File: src/rtl/watch_set_ctrl.sv
// Button-driven time-setting controller: snapshots live time into shadow
// registers, edits each field with wrap and calendar limits, then commits.
module watch_set_ctrl #(
    parameter int TIMEOUT_S = 10,
    parameter int YEAR_MAX  = 4095
) (
    input  logic        clk,
    input  logic        rst,
    input  logic        clk1sec,
    input  logic        btn_mode,
    input  logic        btn_inc,
    input  logic        btn_dec,
    input  logic [51:0] cur_time,
    output logic        set_time,
    output logic [51:0] bin_time,
    output logic        edit_active,
    output logic [2:0]  edit_field,
    output logic        blink
);
    // Edit-state encodings double as the edit_field code.
    typedef enum logic [2:0] {
        IDLE    = 3'd0,
        E_YEAR  = 3'd1,
        E_MONTH = 3'd2,
        E_DAY   = 3'd3,
        E_HOUR  = 3'd4,
        E_MIN   = 3'd5,
        E_SEC   = 3'd6,
        COMMIT  = 3'd7
    } state_t;

    localparam logic [11:0] YEAR_TOP = 12'(YEAR_MAX);
    localparam logic [5:0]  TMO      = 6'(TIMEOUT_S);

    state_t      r_state, w_next;
    logic [11:0] r_year;
    logic [7:0]  r_month, r_day, r_hour, r_min, r_sec;
    logic [5:0]  r_tmo;
    logic        r_set_time, r_edit_active, r_blink;
    logic [2:0]  r_edit_field;

    logic        w_any_btn, w_inc, w_dec, w_ud;
    logic        w_in_edit, w_next_edit, w_timed_out, w_leap;
    logic [7:0]  w_max_date;

    assign w_any_btn   = btn_mode | btn_inc | btn_dec;
    assign w_inc       = btn_inc & ~btn_dec & ~btn_mode;
    assign w_dec       = btn_dec & ~btn_inc & ~btn_mode;
    assign w_ud        = w_inc | w_dec;
    assign w_in_edit   = (r_state != IDLE) && (r_state != COMMIT);
    assign w_next_edit = (w_next != IDLE) && (w_next != COMMIT);
    assign w_timed_out = w_in_edit && (r_tmo >= TMO);

    assign w_leap = ((r_year[1:0] == 2'd0) && ((r_year % 12'd100) != 12'd0))
                  || ((r_year % 12'd400) == 12'd0);

    function automatic logic [7:0] wrap8(input logic [7:0] v, input logic [7:0] lo,
                                         input logic [7:0] hi, input logic up);
        if (up) return (v >= hi) ? lo : v + 8'd1;
        else    return (v <= lo) ? hi : v - 8'd1;
    endfunction

    always_comb begin
        // NOTE: every always_comb output gets a default first so no latch is inferred.
        w_max_date = 8'd31;
        case (r_month)
            8'd2:                      w_max_date = 8'd28 + {7'd0, w_leap};
            8'd4, 8'd6, 8'd9, 8'd11:   w_max_date = 8'd30;
            default:                   w_max_date = 8'd31;
        endcase
    end

    always_comb begin
        w_next = r_state;
        case (r_state)
            IDLE:    if (btn_mode) w_next = E_YEAR;
            COMMIT:  w_next = IDLE;
            default: begin
                if (w_timed_out) begin
                    w_next = IDLE;
                end else if (btn_mode) begin
                    case (r_state)
                        E_YEAR:  w_next = E_MONTH;
                        E_MONTH: w_next = E_DAY;
                        E_DAY:   w_next = E_HOUR;
                        E_HOUR:  w_next = E_MIN;
                        E_MIN:   w_next = E_SEC;
                        E_SEC:   w_next = COMMIT;
                        default: w_next = IDLE;
                    endcase
                end
            end
        endcase
    end

    // NOTE: sequential state uses non-blocking assignments so every register
    // samples pre-edge values, independent of statement order.
    always_ff @(posedge clk or negedge rst) begin
        if (!rst) begin
            r_state       <= IDLE;
            r_set_time    <= 1'b0;
            r_edit_active <= 1'b0;
            r_edit_field  <= 3'd0;
            r_blink       <= 1'b0;
            r_tmo         <= 6'd0;
        end else begin
            r_state       <= w_next;
            r_set_time    <= (w_next == COMMIT);
            r_edit_active <= w_next_edit;
            r_edit_field  <= w_next_edit ? w_next : IDLE;

            if (!w_next_edit)  r_blink <= 1'b0;
            else if (w_any_btn) r_blink <= 1'b1;
            else if (clk1sec)   r_blink <= ~r_blink;

            if (!w_next_edit || !w_in_edit || w_any_btn) r_tmo <= 6'd0;
            else if (clk1sec)                            r_tmo <= r_tmo + 6'd1;
        end
    end

    // Shadow registers; the day clamp on leaving year/month keeps the date legal.
    always_ff @(posedge clk or negedge rst) begin
        if (!rst) begin
            r_year  <= 12'd2021;
            r_month <= 8'd5;
            r_day   <= 8'd30;
            r_hour  <= 8'd0;
            r_min   <= 8'd0;
            r_sec   <= 8'd0;
        end else if (r_state == IDLE) begin
            if (btn_mode) {r_year, r_month, r_day, r_hour, r_min, r_sec} <= cur_time;
        end else if (w_in_edit && !w_timed_out) begin
            case (r_state)
                E_YEAR: begin
                    if (btn_mode && (r_day > w_max_date)) r_day <= w_max_date;
                    else if (w_inc) r_year <= (r_year >= YEAR_TOP) ? 12'd1 : r_year + 12'd1;
                    else if (w_dec) r_year <= (r_year <= 12'd1) ? YEAR_TOP : r_year - 12'd1;
                end
                E_MONTH: begin
                    if (btn_mode && (r_day > w_max_date)) r_day <= w_max_date;
                    else if (w_ud) r_month <= wrap8(r_month, 8'd1, 8'd12, w_inc);
                end
                E_DAY:   if (w_ud) r_day  <= wrap8(r_day, 8'd1, w_max_date, w_inc);
                E_HOUR:  if (w_ud) r_hour <= wrap8(r_hour, 8'd0, 8'd23, w_inc);
                E_MIN:   if (w_ud) r_min  <= wrap8(r_min, 8'd0, 8'd59, w_inc);
                E_SEC:   if (w_ud) r_sec  <= wrap8(r_sec, 8'd0, 8'd59, w_inc);
                default: ;
            endcase
        end
    end

    assign set_time    = r_set_time;
    assign bin_time    = {r_year, r_month, r_day, r_hour, r_min, r_sec};
    assign edit_active = r_edit_active;
    assign edit_field  = r_edit_field;
    assign blink       = r_blink;
endmodule

File: config.mk
export PLATFORM = sky130hd
export DESIGN_NAME = watch_set_ctrl
export DESIGN_NICKNAME = d
export VERILOG_FILES = /design/src/rtl/watch_set_ctrl.sv
export SDC_FILE = /design/constraint.sdc
export NUM_CORES = 1
export LEC_CHECK = 0
export BUFFER_PORTS_ARGS = -buffer_cell sky130_fd_sc_hd__buf_2
export CAP_MARGIN = 15
export CORE_AREA = 10 10 118 120
export DETAILED_ROUTE_END_ITERATION = 6
export DIE_AREA = 0 0 128 130
export HOLD_SLACK_MARGIN = 0.05
export PLACE_DENSITY = 0.82
export SYNTH_ARGS = -nofsm -noshare
export SYNTH_HDL_FRONTEND = slang
export SYNTH_SLANG_ARGS = --single-unit
File: constraint.sdc
create_clock -name clk -period 5.95 [get_ports clk]
set_input_delay 1.19 -clock clk [delete_from_list [all_inputs] [get_ports clk]]
set_output_delay 1.19 -clock clk [all_outputs]
set_load 0.01 [all_outputs]
==> out/qor.csv <==
metric,value,unit
Max-slew headroom,40.06,%
grt total ovfl,0,
HPWL Detailed,14090,um
Seq cells post-synth,67,
Die Area,0.01664,mm2
Setup crit start,r_year[11],
hold path depth,2,
Final Core Density,63.26,%
Netlist cell types,84,
Mapped Cells,893,
setup repair bufs after CTS,0,
DR DRC count,0,
dpl ws,0.7130,ns
Final Max Slew Viols,0,
Core ar.,0.01171,mm2
worst slew pin tran,0.8878,ns
Setup TNS,0,ns
sequential share of the synthesized area,25.63,%
gr usage total,23.18,%
post-synthesis cell area,0.006609,mm2
crit path max-delay cell type,dfrtp_1,
nets,1047,
die height,130,um
fin crit share,90.48,%
Max Freq,0.1858,GHz
ys flop type,dfrtp_1,
Hold WC Path Type,flip-flop to flip-flop,
Die Wd,128,um
r2r setup slk,0.57,ns
Clock Latency Late Sink,0.34,ns
Post-DRT Antenna Nets,0,
vias in the first global route,6497,
antenna violations before repair,0,
largest net degree at the start of global routing,68,
clk buf depth,2,
Clock Sinks,67,
R2R Path End,r_day[0],
hold_buf cts,0,
Critical Path Fanout Max,24,
RSZ-0062 raised after global routing,false,
Starting Density,56.43,%
crit end category,flip-flop,
Iter 0 DRT Violations,941,
Clock Skew,0.006131,ns
Worst Reg-to-Reg Cells,18,
Final setup viols,0,
diode count,0,
synth warn,0,
Port Buffer Count,115,
critical path class,flip-flop to flip-flop,
Worst path most repeated cell,a21oi_1,
Routed WL,19680,um
Routed WL per cell,17.73,um
area delta synth->final,12.10,%
ys async rst share,100.0,%
Resize count post-CTS,0,
Area after DPL,0.007126,mm2
hold_ws,0.5362,ns
Worst Path Arrival,5.64,ns
cts bufs inserted,9,
layout cells sized above 1,17.45,%
global-route wire length before repair,32530,um
post-layout min period,5.383,ns
status,"complete, no violations",
FP Rows,40,
sink of the worst hold path,r_day[4],
Power Dens Cells,611.6,mW/mm2
Placer Congestion,0.9313,
Worst path max stage delay,0.82,ns
worst reg2reg startpoint,r_year[11],
maxcap violations,0,
CP bufs+invs,1,
Via density,6.376,
Pre-antenna DRT Iters,6,
Leakage,3.143,nW
clock transition at the registers of the reported paths,0.06,ns
crit-path leading delay family,compound AO/OA/AOI/OAI gates,
vias,7077,
final worst setup slack,0.5665,ns
crit-path cells,inv_1 > o21ai_1 > a31oi_1 > nor4_1 > o2111a_1 > or3b_1 > a32oi_1 > o32ai_1 > o31a_1 > ha_1 > nand2b_1 > a21oi_1 > o211ai_1 > a21oi_1 > o21ai_0 > nor2_1 > nor4b_2 > a211oi_2,
Clock Root Buffer,clkbuf_16,
syn_area_per_cell,7.401,um2
H-tree depth,3,
Worst setup SP type,flip-flop,
Post-synth EDFFs,0,
CTS tree,yes,
final hold vios,0,
Top Ports,116,
post-route cell area,0.007408,mm2
Hold Startpoint,r_day[4],
WP data required,6.20,ns
maximum vdd ir drop,0.3205,mV
-- cell families (layout without fill, tap and decap cells) --
logic type / Yosys count / after routing / share of synthesized area (%)
and+or+nand+nor: 341 / 341 / 25.60
xor gates and xnor gates: 39 / 39 / 5.168
DFF: 67 / 67 / 25.63
AOI/OAI and AO/OA: 313 / 313 / 30.58
buffers and inverters: 95 / 164 / 6.229
adders and majority gates: 30 / 30 / 5.642
muxes: 7 / 7 / 1.098
other: 1 / 2 / 0.05674
-- stage by stage --
stage,power (W),instances
global placement,0.003906,1096
detailed placement,0.003947,1096
floorplan,0.003264,894
global route,0.004946,1110
finish,0.004531,1110
CTS,0.004494,1110
-- per-layer routing --
layer / vias up / global-route usage (%) / share of wire [%]
met5: - / 0 / 0
met4: 0 / 8.742 / 2.6
met3: 49 / 4.746 / 7.9
met2: 336 / 36.17 / 47
met1: 3274 / 30.92 / 43
li1: 3418 / - / -
-- sequential cells by signal (all words and copies together) (netlist names) --
| signal | count |
|---|---|
| r_tmo | 6 |
| edit_active | 1 |
| r_sec | 8 |
| r_year | 12 |
| r_state | 3 |
| r_hour | 8 |
| edit_field | 3 |
| blink | 1 |
| r_day | 8 |
| r_month | 8 |
| set_time | 1 |
| r_min | 8 |
-- final cells by class --
type / count / area, um2
clock buffer: 11 / 242.7
tap: 147 / 183.9
inverter: 28 / 105.1
clock inverter: 3 / 40.04
fill: 1060 / 4303
multi-input combinational: 732 / 4514
sequential: 67 / 1694
timing repair buffer: 122 / 628.1
-- worst max path at each step --
stage / end / slack (ns) / cells past startpoint
6_report: r_day[0] / 0.57 / 18
5_1_grt: r_day[4] / 0.18 / 18
4_1_cts: r_day[0] / 0.71 / 19
3_5_place_dp: r_day[0] / 0.71 / 19
3_3_place_gp: r_day[0] / 0.81 / 19
2_1_floorplan: r_day[4] / 1.38 / 21
-- cells in the mapped netlist, types with 4 or more instances --
library cell / instances / area share (%)
nand3b_1: 9 / 1.0
clkbuf_1: 41 / 2.3
o21ai_1: 4 / 0.30
xnor2_1: 22 / 2.9
a221oi_1: 10 / 1.3
o21ai_0: 105 / 8.0
buf_1: 5 / 0.28
nor2b_1: 17 / 1.6
nor2_1: 71 / 4.0
nor3_1: 38 / 2.9
nand3_1: 30 / 2.3
o211ai_1: 11 / 1.2
nor3b_1: 10 / 1.1
nor4_1: 10 / 0.95
nand2_1: 100 / 5.7
a21oi_1: 67 / 5.1
and3_1: 11 / 1.0
mux2i_1: 5 / 0.76
xor2_1: 17 / 2.3
a21o_1: 7 / 0.80
dfstp_2: 14 / 5.6
o22ai_1: 11 / 1.0
o31ai_1: 6 / 0.68
o32ai_1: 4 / 0.53
and2_1: 8 / 0.76
a32oi_1: 4 / 0.53
a31oi_1: 7 / 0.66
o32a_1: 5 / 0.76
a211oi_1: 22 / 2.5
buf_4: 4 / 0.45
inv_1: 28 / 1.6
or3_1: 4 / 0.38
dfrtp_1: 53 / 20
nand2b_1: 10 / 0.95
nand4_1: 6 / 0.57
ha_1: 29 / 5.5
buf_2: 14 / 1.1
-- worst reg2reg max path, delay by kind of cell (launching register included) --
family | cells | cell delay (ns)
compound gates | 11 | 2.64
fa+ha+maj | 1 | 0.28
buf+inv | 1 | 0.32
flops | 1 | 0.82
simple gates | 5 | 1.24
-- cells in the final DEF, fill, tap and decap left out, drive strengths merged, types with 12 or more instances in the layout --
| cell | count |
|---|---|
| ha | 29 |
| inv | 28 |
| and3 | 12 |
| nand3 | 30 |
| dfrtp | 53 |
| a211oi | 23 |
| xor2 | 17 |
| nor3 | 38 |
| a21oi | 67 |
| nor2 | 72 |
| nor2b | 17 |
| nand2 | 100 |
| buf | 122 |
| o211ai | 12 |
| dfstp | 14 |
| xnor2 | 22 |
| o21ai | 109 |
-- power by group --
group / total, W / internal [W] / switching [W]
registers: 0.00114 / 0.000679 / 0.000460
logic: 0.00287 / 0.00119 / 0.00168
clock network: 0.000526 / 0.000330 / 0.000197
Power figures use the tool's default switching activity.
